**src/rtl/wb_pkg.sv**
```systemverilog
// ---------------------------------------------------------------------------
// wb_pkg
// Shared definitions for the writeback arbiter slice.
//   WB_DATA_W  : default register data width
//   WB_ADDR_W  : default register address width
//   REG_ZERO   : hardwired-zero register; writes to it never reach the file
//   wb_entry_t : one buffered LSU result {live, addr, data}
// ---------------------------------------------------------------------------
package wb_pkg;

   localparam int WB_DATA_W = 32;
   localparam int WB_ADDR_W = 5;

   localparam logic [WB_ADDR_W-1:0] REG_ZERO = '0;

   typedef struct packed {
      logic                 live;
      logic [WB_ADDR_W-1:0] addr;
      logic [WB_DATA_W-1:0] data;
   } wb_entry_t;

endpackage

```
**src/rtl/wb_fifo.sv**
```systemverilog
// ---------------------------------------------------------------------------
// wb_fifo
// Circular buffer of pending LSU results for the writeback arbiter.
// Besides push/pop it offers a kill port that clears the live bit of every
// stored entry whose address matches, and a bitmap of live destinations.
//   i_clk, i_rst_n          : clock, async active-low reset
//   i_push, i_pushAddr/Data : enqueue one entry (caller guarantees not full)
//   i_pop                   : dequeue head (caller guarantees not empty)
//   i_kill, i_killAddr      : clear live on stored entries targeting i_killAddr
//   o_headLive/Addr/Data    : current head entry
//   o_count                 : occupancy, killed entries included
//   o_liveMap               : bit r set while a live entry targets register r
// ---------------------------------------------------------------------------
module wb_fifo
   import wb_pkg::*;
#(
   parameter int DATA_W = WB_DATA_W,
   parameter int ADDR_W = WB_ADDR_W,
   parameter int DEPTH  = 4
) (
   input  logic                     i_clk,
   input  logic                     i_rst_n,
   input  logic                     i_push,
   input  logic [ADDR_W-1:0]        i_pushAddr,
   input  logic [DATA_W-1:0]        i_pushData,
   input  logic                     i_pop,
   input  logic                     i_kill,
   input  logic [ADDR_W-1:0]        i_killAddr,
   output logic                     o_headLive,
   output logic [ADDR_W-1:0]        o_headAddr,
   output logic [DATA_W-1:0]        o_headData,
   output logic [$clog2(DEPTH):0]   o_count,
   output logic [(2**ADDR_W)-1:0]   o_liveMap
);

   localparam int PTR_W = $clog2(DEPTH);
   localparam int CNT_W = PTR_W + 1;

   logic [DEPTH-1:0]  r_live;
   logic [ADDR_W-1:0] r_addr [DEPTH];
   logic [DATA_W-1:0] r_data [DEPTH];
   logic [PTR_W-1:0]  r_head;
   logic [PTR_W-1:0]  r_tail;
   logic [CNT_W-1:0]  r_count;

   // Storage and pointers. Popped slots drop their live bit so the bitmap
   // never sees stale entries. The push is written last so a same-cycle
   // push to a killed address stays live: it is younger than the kill.
   // Pointers wrap naturally because DEPTH is a power of two.
   always_ff @(posedge i_clk or negedge i_rst_n) begin
      if (!i_rst_n) begin
         r_live  <= '0;
         r_head  <= '0;
         r_tail  <= '0;
         r_count <= '0;
         for (int i = 0; i < DEPTH; i++) begin
            r_addr[i] <= '0;
            r_data[i] <= '0;
         end
      end else begin
         for (int i = 0; i < DEPTH; i++) begin
            if (i_kill && (r_addr[i] == i_killAddr)) begin
               r_live[i] <= 1'b0;
            end
         end
         if (i_pop) begin
            r_live[r_head] <= 1'b0;
            r_head         <= PTR_W'(r_head + 1'b1);
         end
         if (i_push) begin
            r_live[r_tail] <= (i_pushAddr != ADDR_W'(REG_ZERO));
            r_addr[r_tail] <= i_pushAddr;
            r_data[r_tail] <= i_pushData;
            r_tail         <= PTR_W'(r_tail + 1'b1);
         end
         case ({i_push, i_pop})
            2'b10:   r_count <= r_count + 1'b1;
            2'b01:   r_count <= r_count - 1'b1;
            default: r_count <= r_count;
         endcase
      end
   end

   // Destination bitmap of every live buffered write, for the hazard unit.
   always_comb begin
      o_liveMap = '0;
      for (int i = 0; i < DEPTH; i++) begin
         if (r_live[i]) begin
            o_liveMap[r_addr[i]] = 1'b1;
         end
      end
   end

   assign o_headLive = r_live[r_head];
   assign o_headAddr = r_addr[r_head];
   assign o_headData = r_data[r_head];
   assign o_count    = r_count;

endmodule

```
**src/rtl/wb_write_arbiter.sv**
```systemverilog
// ---------------------------------------------------------------------------
// wb_write_arbiter
// Drives the register file's single write port from two producers: the
// ALU pipeline (no back-pressure, normally wins) and the LSU (valid/ready,
// buffered in wb_fifo). A starvation counter requests an ALU stall so the
// buffered head cannot wait forever.
//   clk_i, rst_i                        : clock, async active-low reset
//   alu_valid_i/addr_i/data_i           : ALU result this cycle
//   alu_stall_o                         : upstream must hold alu_valid_i low
//   lsu_valid_i/addr_i/data_i, lsu_ready_o : LSU handshake
//   RegWrite_o, RDaddr_o, RDdata_o      : registered write port
//   pend_o                              : live buffered destinations
//   fifo_cnt_o                          : FIFO occupancy
// ---------------------------------------------------------------------------
module wb_write_arbiter
   import wb_pkg::*;
#(
   parameter int DATA_W     = WB_DATA_W,
   parameter int ADDR_W     = WB_ADDR_W,
   parameter int DEPTH      = 4,
   parameter int STARVE_MAX = 3
) (
   input  logic                     clk_i,
   input  logic                     rst_i,
   input  logic                     alu_valid_i,
   input  logic [ADDR_W-1:0]        alu_addr_i,
   input  logic [DATA_W-1:0]        alu_data_i,
   output logic                     alu_stall_o,
   input  logic                     lsu_valid_i,
   output logic                     lsu_ready_o,
   input  logic [ADDR_W-1:0]        lsu_addr_i,
   input  logic [DATA_W-1:0]        lsu_data_i,
   output logic                     RegWrite_o,
   output logic [ADDR_W-1:0]        RDaddr_o,
   output logic [DATA_W-1:0]        RDdata_o,
   output logic [(2**ADDR_W)-1:0]   pend_o,
   output logic [$clog2(DEPTH):0]   fifo_cnt_o
);

   localparam int CNT_W = $clog2(DEPTH) + 1;
   localparam int AGE_W = $clog2(STARVE_MAX + 1);

   logic [CNT_W-1:0]  w_count;
   logic              w_empty;
   logic              w_ready;
   logic              w_push;
   logic              w_pop;
   logic              w_kill;
   logic              w_issue;
   logic [ADDR_W-1:0] w_selAddr;
   logic [DATA_W-1:0] w_selData;
   logic              w_headLive;
   logic [ADDR_W-1:0] w_headAddr;
   logic [DATA_W-1:0] w_headData;

   logic [AGE_W-1:0]  r_age;
   logic              r_stall;
   logic              r_err;

   // Readiness looks only at the registered count, never at a same-cycle pop.
   assign w_empty     = (w_count == '0);
   assign w_ready     = rst_i && (w_count < CNT_W'(DEPTH));
   assign w_push      = lsu_valid_i && w_ready;
   assign lsu_ready_o = w_ready;

   wb_fifo #(
      .DATA_W (DATA_W),
      .ADDR_W (ADDR_W),
      .DEPTH  (DEPTH)
   ) u_fifo (
      .i_clk      (clk_i),
      .i_rst_n    (rst_i),
      .i_push     (w_push),
      .i_pushAddr (lsu_addr_i),
      .i_pushData (lsu_data_i),
      .i_pop      (w_pop),
      .i_kill     (w_kill),
      .i_killAddr (alu_addr_i),
      .o_headLive (w_headLive),
      .o_headAddr (w_headAddr),
      .o_headData (w_headData),
      .o_count    (w_count),
      .o_liveMap  (pend_o)
   );

   // Port arbitration: an overdue FIFO head beats everything, then the ALU,
   // then the FIFO in idle slots. An ALU write kills older buffered writes
   // to the same register so they cannot overwrite it later. Killed heads
   // still pop and burn their slot without asserting the write enable.
   always_comb begin
      w_pop     = 1'b0;
      w_kill    = 1'b0;
      w_issue   = 1'b0;
      w_selAddr = '0;
      w_selData = '0;
      if (r_stall && !w_empty) begin
         w_pop     = 1'b1;
         w_issue   = w_headLive;
         w_selAddr = w_headAddr;
         w_selData = w_headData;
      end else if (alu_valid_i) begin
         w_kill    = 1'b1;
         w_issue   = (alu_addr_i != ADDR_W'(REG_ZERO));
         w_selAddr = alu_addr_i;
         w_selData = alu_data_i;
      end else if (!w_empty) begin
         w_pop     = 1'b1;
         w_issue   = w_headLive;
         w_selAddr = w_headAddr;
         w_selData = w_headData;
      end
   end

   // Output port registers plus the starvation counter. The age counts
   // cycles the current head has waited; the stall request registers a
   // saturated age and drops as soon as the head has been popped. The
   // error flag latches any ALU write offered while the stall was up.
   always_ff @(posedge clk_i or negedge rst_i) begin
      if (!rst_i) begin
         RegWrite_o <= 1'b0;
         RDaddr_o   <= '0;
         RDdata_o   <= '0;
         r_age      <= '0;
         r_stall    <= 1'b0;
         r_err      <= 1'b0;
      end else begin
         RegWrite_o <= w_issue;
         RDaddr_o   <= w_selAddr;
         RDdata_o   <= w_selData;
         if (w_pop || w_empty) begin
            r_age <= '0;
         end else if (r_age != AGE_W'(STARVE_MAX)) begin
            r_age <= r_age + 1'b1;
         end
         r_stall <= (r_age == AGE_W'(STARVE_MAX)) && !w_pop;
         r_err   <= r_err | (alu_valid_i & r_stall);
      end
   end

   assign alu_stall_o = r_stall;
   assign fifo_cnt_o  = w_count;

endmodule

```
**config.mk**
```make
export PLATFORM = sky130hd
export DESIGN_NAME = wb_write_arbiter
export DESIGN_NICKNAME = d
export VERILOG_FILES = /design/src/rtl/wb_pkg.sv /design/src/rtl/wb_fifo.sv /design/src/rtl/wb_write_arbiter.sv
export SDC_FILE = /design/constraint.sdc
export NUM_CORES = 1
export LEC_CHECK = 0
export ABC_AREA = 1
export ABC_CLOCK_PERIOD_IN_PS = 3200
export BUFFER_PORTS_ARGS = -buffer_cell sky130_fd_sc_hd__buf_2
export CAP_MARGIN = 30
export CORE_UTILIZATION = 50
export CTS_BUF_LIST = sky130_fd_sc_hd__clkbuf_8
export DETAILED_ROUTE_END_ITERATION = 16
export PLACE_DENSITY_LB_ADDON = 0.15
export REMOVE_ABC_BUFFERS = 1
export SYNTH_ARGS = -nofsm -noshare
export SYNTH_HDL_FRONTEND = slang
export SYNTH_SLANG_ARGS = --single-unit
```
**constraint.sdc**
```tcl
create_clock -name clk_i -period 3.2 [get_ports clk_i]
set_input_delay 0.16 -clock clk_i [delete_from_list [all_inputs] [get_ports clk_i]]
set_output_delay 0.16 -clock clk_i [all_outputs]
set_load 0.1 [all_outputs]
```
==> impl_metrics.toml, run 1 <==
[synth]
ys_ff_latch = 200
synth_top_area_share_pct = 49.45
synth_area_per_cell_um2 = 8.269
yosys_warnings = 0
synthCells = 1224
synth_top_area_cell = "dfrtp_1"
synthTopCellsByCount = "301 x nand2_1, 200 x dfrtp_1, 123 x o21ai_0"
yosysMostFrequentCell = "nand2_1"
synth_cell_type_count = 29
synthFlopType = "dfrtp_1"
synth_edf_count = 0
ys_seq_area_share_pct = 49.45
synth_area_mm2 = 0.01012
ys_async_sr_fraction_pct = 100.0
netlist_top_cells_area = "dfrtp_1 49%, nand2_1 11%, o21ai_0 6.1%"

[global_routing]
grt_max_degree = 177
first_global_vias = 8534
grt_usage_pct = 27.43
gr-total-overflow = 0
grt_pass1_wl_um = 43850
antenna_found_initial = 0

[status]
outcome = "finished, final reports clean"

[routing]
wl_met3_um = 1597
route.top_layer_used = "met4"
wl_um = 26930
vias_per_cell = 5.381
wl_met1_um = 12410
post-route-drc-count = 0
wl_per_cell_um = 16.09
drt_iter0_drc = 617
num_vias = 9002
first_pass_iters = 5
wl_met2_um = 12570
antenna_left = 0

[placement]
port_buffers = 152
hpwlAfterDp_um = 17040
gp_congestion = 0.9482
placed_cells = 1577

[sta]
slew_headroom_pct = 35.42
post-route-period-util_pct = 75.89
finClkSkew_ns = 0.01556
finalSetupViolCount = 0
hold_viol = 0
tightest_slew_ns = 0.9687
fmax_ghz = 0.4118
rsz0062_at_grt = "no"
period_needed_ns = 2.428
slew_viol_final = 0
fin_setup_tns_ns = 0

[final_layout]
regArea_mm2 = 0.005006
multi_input_area_mm2 = 0.004279
drive_above_1_share_pct = 18.68
final_nets = 1484
fill_cells = 1863
final_cells = 1673
syn_to_final_growth_pct = 18.05
n_antenna_cell = 0

[critical_path]
crit_path_frequent_cell = "inv_1"
cp-start-kind = "register"
r2r-start = "u_fifo.o_count[2]$_DFFE_PN0P_"
path_max_fanout = 9
path_class = "reg2out"
worstPathRequired_ns = 3.04
crit_arrival_ns = 2.27
worst_path_max_delay_cell = "dfrtp_1"
worstPathCellList = "inv_1 -> nor3_1 -> inv_1 -> o22ai_1 -> or2_2 -> buf_2"
end_kind = "output port"
rr_endpoint = "u_fifo.o_count[2]$_DFFE_PN0P_"
rrSetupSlack_ns = 1.30
worstRegToRegCells = 10
slowest_delay_ns = 0.52
cp.buffers_inverters = 3
cp_top_family = "buffers and inverters"

[min_path]
min_path_cells = 3
min_to = "u_fifo.r_data[122]$_DFFE_PN0P_"
hp-class = "in2reg"
hp-start = "lsu_data_i[26]"

[floorplanning]
io-pin-count = 153
rows = 51
start_util_pct = 51.50
chipHeight_um = 144.3
die_area_mm2 = 0.02082
coreArea_mm2 = 0.01965
fp.dieW_um = 144.3

[pwr]
vdd_ir_drop_max_v = 0.0007137
power_density_mw_per_mm2 = 1083
power_frac_clock_pct = 13.9
combinationalPowerShare_pct = 51.8
seqPwrFrac_pct = 34.3
p_int_uw = 6154
p_switching_uw = 6789
power.leakage_uw = 0.005982
swShare_pct = 52.45

[clock_tree]
cts_buffers = 17
clock_sinks = 200
cts_root_buf = "clkbuf_8"
clk_path_buf_depth = 2
clk_latency_ns = 0.47
cts_resized = 0
cts_tree = "yes"
htree_levels = 4
clkSlewWorstSetupHoldPaths_ns = 0.10
post_cts_buffers = 0

[job]
cap_violations = 0
[power by group through the flow]
| stage | sequential, uW | clock (uW) | combinational [uW] |
|---|---|---|---|
| final | 4440 | 1800 | 6700 |
| after detailed placement | 4450 | 0 | 6640 |
| after global routing | 4570 | 1940 | 7310 |
| after CTS | 4410 | 1840 | 6700 |
| after global placement | 4430 | 0 | 6550 |
| after floorplan | 6310 | 0 | 3190 |
[layer usage]
| metal | global-route usage [%] | up-vias |
|---|---|---|
| met5 | 0 | - |
| met4 | 7.645 | 0 |
| met3 | 4.934 | 32 |
| met2 | 45.28 | 307 |
| met1 | 37.11 | 4249 |
| li1 | - | 4414 |
[cell type report]
| cell class | instances | area share, % |
|---|---|---|
| clock buffers | 18 | 2.074 |
| clock inverters | 14 | 1.686 |
| inverters | 89 | 2.838 |
| multi-input cells | 860 | 35.82 |
| flip-flops and latches | 200 | 41.90 |
| well taps | 265 | 2.775 |
| repair buffers | 227 | 12.91 |
[worst min-delay path: stages]
cell	delay, ns
buf_2	0.09
inv_1	0.09
o21ai_2	0.13
[kinds of logic (layout without fill, tap and decap cells)]
| group | count (synthesis) | in the layout | share of synthesized area, % |
|---|---|---|---|
| adder cells (fa/ha/maj) | 11 | 11 | 1.434 |
| AND/OR/NAND/NOR | 494 | 494 | 19.99 |
| XOR/XNOR | 13 | 13 | 1.125 |
| flip-flops | 200 | 200 | 49.45 |
| buffers and inverters | 164 | 348 | 8.320 |
| AO/OA/AOI/OAI | 342 | 342 | 19.68 |
[timing repair]
action                                  in CTS  in global routing
endpoints found under the setup margin       0                  0
hold endpoints to repair                   141                  2
hold buffers                                63                  1
[cells in the final DEF (no fill, tap or decap), types with 4 or more instances in the layout]
| master | synthesis | layout |
|---|---|---|
| o22ai_1 | 68 | 68 |
| nor3_1 | 6 | 6 |
| nand2_1 | 301 | 301 |
| o21ai_0 | 123 | 123 |
| nand2_2 | 6 | 5 |
| or2_2 | 18 | 18 |
| a21oi_1 | 26 | 26 |
| nor2_1 | 99 | 99 |
| o221ai_1 | 14 | 14 |
| nand3_1 | 56 | 56 |
| xor2_1 | 8 | 8 |
| clkbuf_8 | 0 | 19 |
| nand4_1 | 4 | 4 |
| buf_4 | 3 | 7 |
| dlygate4sd3_1 | 0 | 64 |
| ha_1 | 10 | 10 |
| o21ai_2 | 38 | 38 |
| buf_2 | 24 | 151 |
| buf_12 | 0 | 4 |
| dfrtp_1 | 200 | 199 |
| o21ai_1 | 73 | 73 |
| inv_6 | 1 | 5 |
| inv_1 | 86 | 86 |
| xnor2_1 | 5 | 5 |
[registers in the layout, summed over array words and instances (netlist names)]
name,flops
RDaddr_o,5
RDdata_o,32
RegWrite_o,1
alu_stall_o,1
r_age,2
u_fifo.o_count,3
u_fifo.r_addr,20
u_fifo.r_data,128
u_fifo.r_head,2
u_fifo.r_live,4
u_fifo.r_tail,2
[per-stage QoR]
stage	hold slack [ns]	setup WS [ns]	cell area (um^2)	util [%]	total power, uW
2_1_floorplan	-0.1356	0.2907	9618	-	9495
5_1_grt	0.01657	0.6090	11950	60.79	13820
3_5_place_dp	0.05625	1.316	10860	55.25	11090
4_1_cts	0.0003604	0.8116	11940	60.74	12960
3_3_place_gp	0.05314	1.347	10860	55.25	10970
6_report	0.03308	0.7717	11950	60.79	12940
[how the worst max path moves through the flow]
| stage | start | to | slack, ns | cells past startpoint |
|---|---|---|---|---|
| after floorplan | u_fifo.o_count[2]$_DFFE_PN0P_ | u_fifo.o_count[2]$_DFFE_PN0P_ | 0.29 | 10 |
| final | u_fifo.r_addr[8]$_DFFE_PN0P_ | pend_o[8] | 0.77 | 6 |
| after global placement | u_fifo.r_addr[8]$_DFFE_PN0P_ | pend_o[8] | 1.35 | 6 |
| after detailed placement | u_fifo.o_count[2]$_DFFE_PN0P_ | u_fifo.o_count[2]$_DFFE_PN0P_ | 1.32 | 10 |
| after CTS | u_fifo.r_addr[8]$_DFFE_PN0P_ | pend_o[8] | 0.81 | 6 |
| after global routing | u_fifo.r_addr[8]$_DFFE_PN0P_ | pend_o[8] | 0.61 | 6 |
Power figures use the tool's default switching activity.
==> run 2: changes to the inputs <==
--- a/config.mk
+++ b/config.mk
@@ -5,8 +5,8 @@
 export SDC_FILE = /design/constraint.sdc
 export NUM_CORES = 1
 export LEC_CHECK = 0
-export ABC_AREA = 1
-export ABC_CLOCK_PERIOD_IN_PS = 3200
+export ABC_AREA = 0
+export ABC_CLOCK_PERIOD_IN_PS = 2440
 export BUFFER_PORTS_ARGS = -buffer_cell sky130_fd_sc_hd__buf_2
 export CAP_MARGIN = 30
 export CORE_UTILIZATION = 50
==> constraint.sdc (replaced) <==
create_clock -name clk_i -period 2.44 [get_ports clk_i]
set_input_delay 0.122 -clock clk_i [delete_from_list [all_inputs] [get_ports clk_i]]
set_output_delay 0.122 -clock clk_i [all_outputs]
set_load 0.1 [all_outputs]
==> impl_metrics.toml, run 2 <==
[final_layout]
final_cell_mix = "197 x dfrtp_1, 148 x mux2_2, 131 x buf_2"
largest_register_ffs = 128
final_cells = 1187
fill_cells = 1473
n_antenna_cell = 0
largest_registers = "u_fifo.r_data x128, RDdata_o x32, u_fifo.r_addr x20"
syn_to_final_growth_pct = 23.41
top_register = "u_fifo.r_data"
mostFrequentLayoutCell = "dfrtp_1"
final_nets = 1003
drive_above_1_share_pct = 44.66
final_util_pct = 63.62

[critical_path]
cp_top_family = "flip-flops"
worst_path_max_delay_cell = "dfrtp_1"
crit_arrival_ns = 2.29
cp-startpoint = "u_fifo.r_addr[13]$_DFFE_PN0P_"
worstPathCellList = "nor3_1 -> a22oi_1 -> o221ai_1 -> buf_2"
path_class = "reg2out"
r2r-start = "u_fifo.o_count[2]$_DFFE_PN0P_"
worstPathRequired_ns = 2.32
slowest_delay_ns = 0.55
path_max_fanout = 11
cp.buffers_inverters = 1
rrSetupSlack_ns = 0.41
end_kind = "output port"
cp-start-kind = "register"

[global_routing]
grt_pass1_wl_um = 39680
grt_usage_pct = 25.90
first_global_vias = 7432
antenna_found_initial = 0
grt_max_degree = 201
gr-total-overflow = 0

[floorplanning]
io-pin-count = 153
start_util_pct = 51.55
rows = 50
coreArea_mm2 = 0.01896
die_area_mm2 = 0.02011
fp.dieW_um = 141.8
chipHeight_um = 141.8

[placement]
hpwlAfterDp_um = 16420
gp_congestion = 0.9144
placed_cells = 1085
port_buffers = 152

[routing]
wl_um = 25080
first_pass_iters = 5
antenna_left = 0
vias_per_cell = 6.007
drt_iter0_drc = 484
wl_per_cell_um = 21.13
post-route-drc-count = 0
num_vias = 7130

[synth]
synth_area_per_cell_um2 = 13.80
synth_cell_type_count = 39
yosysMostFrequentCell = "dfrtp_1"
synth_top_area_cell = "dfrtp_1"
synth_area_mm2 = 0.009772
synthCells = 708
ys_ff_latch = 200
synth_edf_count = 0
netlist_top_cells_area = "dfrtp_1 51%, mux2_2 17%, mux4_2 8.8%"
yosys_warnings = 0
synthTopCellsByCount = "200 x dfrtp_1, 148 x mux2_2, 38 x a22o_1, 38 x mux4_2, 29 x clkbuf_1"
ys_seq_area_share_pct = 51.22
synthFlopType = "dfrtp_1"
ys_async_sr_fraction_pct = 100.0
synth_top_area_share_pct = 51.22

[sta]
fmax_ghz = 0.4144
finalSetupViolCount = 0
slew_viol_final = 0
hold_viol = 0
slew_headroom_pct = 27.65
tightest_slew_ns = 1.085
finClkSkew_ns = 0.01560
period_needed_ns = 2.413
post-route-period-util_pct = 98.90

[clock_tree]
htree_levels = 4
clkSlewWorstSetupHoldPaths_ns = 0.10
cts_tree = "yes"
clk_latency_ns = 0.47
clk_path_buf_depth = 2
cts_buffers = 17
clock_sinks = 200
cts_root_buf = "clkbuf_8"

[min_path]
hp-start = "alu_addr_i[4]"
hp-class = "in2reg"

[job]
cap_violations = 0

[pwr]
vdd_ir_drop_max_v = 0.0009960
power.leakage_uw = 0.005508
power_density_mw_per_mm2 = 1400

[status]
outcome = "finished, final reports clean"
[run 2: cell types whose count changed after synthesis, sizes merged, moves of 19 or more]
cell,delta
a21oi,-26
a22oi,+21
inv,-71
nand2,-289
buf,-21
o22ai,-59
nand3,-51
or2,-19
mux4,+38
nor2,-83
a22o,+38
o21ai,-232
mux2,+148
[run 2: path summary, 6_finish.rpt]
kind | endpoint | cells after the start
min | RDaddr_o[4]$_DFF_PN0_ | 2
min in group asynchronous | u_fifo.o_count[2]$_DFFE_PN0P_ | 3
max | pend_o[2] | 4
max reg2reg | u_fifo.o_count[2]$_DFFE_PN0P_ | 8
max in group asynchronous | u_fifo.r_data[41]$_DFFE_PN0P_ | 3
min reg2reg | u_fifo.r_data[47]$_DFFE_PN0P_ | 1
[run 2: final cells by class]
cell class              count  area [um^2]  share of cell area [%]
clock buffers              18        247.7                   2.054
repair buffers            246         1789                   14.84
clock inverters            14        188.9                   1.567
flip-flops and latches    200         5009                   41.53
multi-input cells         431         4432                   36.75
inverters                  18        67.56                  0.5603
well taps                 260        325.3                   2.698
[run 2: metal layers]
layer | GRT usage [%] | vias up | routed length (um)
met5 | 0 | - | 0
met2 | 43.14 | 330 | 12480
li1 | - | 3090 | -
met1 | 34.39 | 3648 | 10560
met4 | 8.829 | 0 | 508
met3 | 4.489 | 62 | 1532
[run 2: repair_timing]
action / 4_1_cts / 5_1_grt
buffers inserted: 0 / 1
endpoints found under the hold margin: 369 / 0
pin swaps: 0 / 1
gates resized for setup: 17 / 10
hold buffers: 69 / 0
setup endpoints to repair: 17 / 19
[run 2: kinds of logic after synthesis]
logic type	Yosys count	synth area share, %
DFF	200	51.22
AOI/OAI and AO/OA	109	9.449
buffers and inverters	77	3.816
muxes	188	26.02
xor gates and xnor gates	26	2.330
and+or+nand+nor	97	5.685
adders and majority gates	11	1.485
[run 2: metrics by stage]
stage | hold WS [ns] | power (uW) | area, um^2 | worst slack [ns] | TNS, ns
floorplan | -0.1736 | 12390 | 9467 | -1.516 | -70.87
global placement | 0.3465 | 14220 | 10850 | 0.4312 | 0
detailed placement | 0.3493 | 14470 | 10850 | 0.4250 | 0
CTS | 0.003260 | 16880 | 12020 | 0.0006333 | 0
global route | 0.009816 | 17670 | 12060 | -0.04840 | -0.05060
finish | 0.02128 | 16890 | 12060 | 0.02675 | 0
[run 2: report_power, final]
group / leakage (uW) / switching (uW) / internal, uW
sequential: 0.00245 / 1270 / 4880
combinational: 0.00283 / 5260 / 3190
clock: 0.000222 / 1220 / 1070
==> run 3: changes to the inputs <==
--- a/config.mk
+++ b/config.mk
@@ -9,10 +9,11 @@
 export ABC_CLOCK_PERIOD_IN_PS = 2440
 export BUFFER_PORTS_ARGS = -buffer_cell sky130_fd_sc_hd__buf_2
 export CAP_MARGIN = 30
-export CORE_UTILIZATION = 50
+export CORE_UTILIZATION = 40
 export CTS_BUF_LIST = sky130_fd_sc_hd__clkbuf_8
 export DETAILED_ROUTE_END_ITERATION = 16
 export PLACE_DENSITY_LB_ADDON = 0.15
+export RECOVER_POWER = 100
 export REMOVE_ABC_BUFFERS = 1
 export SYNTH_ARGS = -nofsm -noshare
 export SYNTH_HDL_FRONTEND = slang
==> impl_metrics.toml, run 3 (synthesized netlist as in run 2, its figures left out) <==
[status]
outcome = "finished, final reports clean"

[sta]
slew_headroom_pct = 15.86
finalSetupViolCount = 0
rsz0062_at_grt = "no"
finClkSkew_ns = 0.02144
period_needed_ns = 2.355
slew_viol_final = 0
hold_viol = 0
fmax_ghz = 0.4246
post-route-period-util_pct = 96.52
tightest_slew_ns = 1.268

[min_path]
min_to = "RDaddr_o[1]$_DFF_PN0_"
hp-start = "alu_addr_i[1]"
min_path_cells = 2
hp-class = "in2reg"

[critical_path]
worstPathRequired_ns = 2.32
path_max_fanout = 12
rr_endpoint = "u_fifo.r_data[20]$_DFFE_PN0P_"
cp-start-kind = "register"
path_class = "reg2out"
end_kind = "output port"
cp_top_family = "flip-flops"
worst_path_max_delay_cell = "dfrtp_1"
cp.buffers_inverters = 2
crit_arrival_ns = 2.23
slowest_delay_ns = 0.57
r2r-start = "u_fifo.o_count[2]$_DFFE_PN0P_"
worstRegToRegCells = 4
rrSetupSlack_ns = 0.16
worstPathCellList = "nor3_1 -> inv_1 -> o221ai_1 -> clkbuf_4"

[floorplanning]
chipHeight_um = 158.3
coreArea_mm2 = 0.02368
rows = 56
fp.dieW_um = 158.3
die_area_mm2 = 0.02506
start_util_pct = 41.26
io-pin-count = 153

[routing]
wl_per_cell_um = 21.01
post-route-drc-count = 0
antenna_left = 0
first_pass_iters = 5
num_vias = 6927
drt_iter0_drc = 547
wl_um = 26120
vias_per_cell = 5.573

[final_layout]
design_area_mm2 = 0.01193
final_nets = 999
fill_cells = 2129
largest_registers = "u_fifo.r_data x128, RDdata_o x32, u_fifo.r_addr x20"
top_register = "u_fifo.r_data"
regArea_mm2 = 0.005011
largest_register_ffs = 128
drive_above_1_share_pct = 39.54
syn_to_final_growth_pct = 22.10
mostFrequentLayoutCell = "dfrtp_1"
final_cell_mix = "195 x dfrtp_1, 148 x mux2_2, 80 x buf_2"
final_cells = 1243
multi_input_area_mm2 = 0.004425

[job]
cap_violations = 0

[global_routing]
grt_pass1_wl_um = 41010
gr-total-overflow = 0
first_global_vias = 7270
grt_max_degree = 150
grt_usage_pct = 21.83
antenna_found_initial = 1

[clock_tree]
clkSlewWorstSetupHoldPaths_ns = 0.11
cts_tree = "yes"
cts_buffers = 17
clock_sinks = 200
clk_latency_ns = 0.47
cts_root_buf = "clkbuf_8"
clk_path_buf_depth = 2
htree_levels = 4

[placement]
port_buffers = 152
placed_cells = 1140
hpwlAfterDp_um = 17110
gp_congestion = 0.9072
place_area_mm2 = 0.01093

[pwr]
power_density_mw_per_mm2 = 1384
power.leakage_uw = 0.005266
vdd_ir_drop_max_v = 0.0009515
==> run 3: cell count changes in the layout (fill, tap and decap cells not counted), moves of 4 or more <==
| cell | previous run | this run |
|---|---|---|
| buf_12 | 7 | 3 |
| buf_4 | 33 | 12 |
| clkbuf_2 | 0 | 9 |
| nand2_1 | 15 | 19 |
| nand2_2 | 4 | 0 |
| buf_2 | 131 | 80 |
| clkbuf_4 | 4 | 22 |
| clkbuf_1 | 0 | 46 |
==> run 3: cell type report <==
cell class / count / share of cell area, %
antenna: 1 / 0.02097
clock buffer: 17 / 1.961
clock inverter: 15 / 1.321
inverter: 18 / 0.5663
multi-input combinational: 431 / 37.09
sequential: 200 / 42.00
tap: 319 / 3.345
timing repair buffer: 242 / 13.70
==> run 3: repair_timing <==
action	4_1_cts	5_1_grt
setup buffers	0	0
setup endpoints to repair	16	25
resized for setup	14	23
endpoints found under the hold margin	328	0
hold buffers	70	0
pin swaps	0	1
==> run 3: worst max path at each step <==
stage / startpoint / depth (start not counted) / end
5_1_grt: u_fifo.r_addr[6]$_DFFE_PN0P_ / 3 / pend_o[30]
4_1_cts: u_fifo.r_addr[12]$_DFFE_PN0P_ / 4 / pend_o[6]
3_5_place_dp: u_fifo.r_addr[6]$_DFFE_PN0P_ / 4 / pend_o[20]
6_report: u_fifo.r_addr[17]$_DFFE_PN0P_ / 4 / pend_o[1]
2_1_floorplan: u_fifo.o_count[2]$_DFFE_PN0P_ / 8 / u_fifo.o_count[2]$_DFFE_PN0P_
3_3_place_gp: u_fifo.r_addr[8]$_DFFE_PN0P_ / 5 / pend_o[9]
==> run 3: per-stage QoR <==
step           setup slack (ns)  utilization [%]  hold slack, ns  TNS [ns]  total power, uW
2_1_floorplan            -1.516                -         -0.1736    -70.87            12390
3_3_place_gp             0.4472            46.16          0.3409         0            14220
3_5_place_dp             0.4543            46.16          0.3491         0            14500
4_1_cts                0.001025            50.94         0.02161         0            16750
5_1_grt                0.003622            50.38         0.02919         0            17410
6_report                0.08483            50.38         0.05959         0            16520
==> run 3: where the power goes <==
| part | switching [uW] | total, uW | leakage [uW] | internal [uW] |
|---|---|---|---|---|
| sequential | 1280 | 6160 | 0.00245 | 4880 |
| clock | 1260 | 2110 | 0.000196 | 851 |
| combinational | 5230 | 8250 | 0.00262 | 3020 |
==> run 3: worst reg2reg max path: cells and delay by family, from the launching register on <==
family                 cells  cell delay [ns]
DFF                        1             0.47
and+or+nand+nor            2             0.63
buffers and inverters      1             0.62
muxes                      1             0.43
==> run 3: layer usage <==
layer	share of wire (%)	global-route usage, %	wire length, um	vias up
met1	44	28.89	11590	3567
met3	4.6	3.647	1189	44
li1	-	-	-	3082
met4	1.7	6.593	452	0
met5	0	0	0	-
met2	49	36.72	12880	234
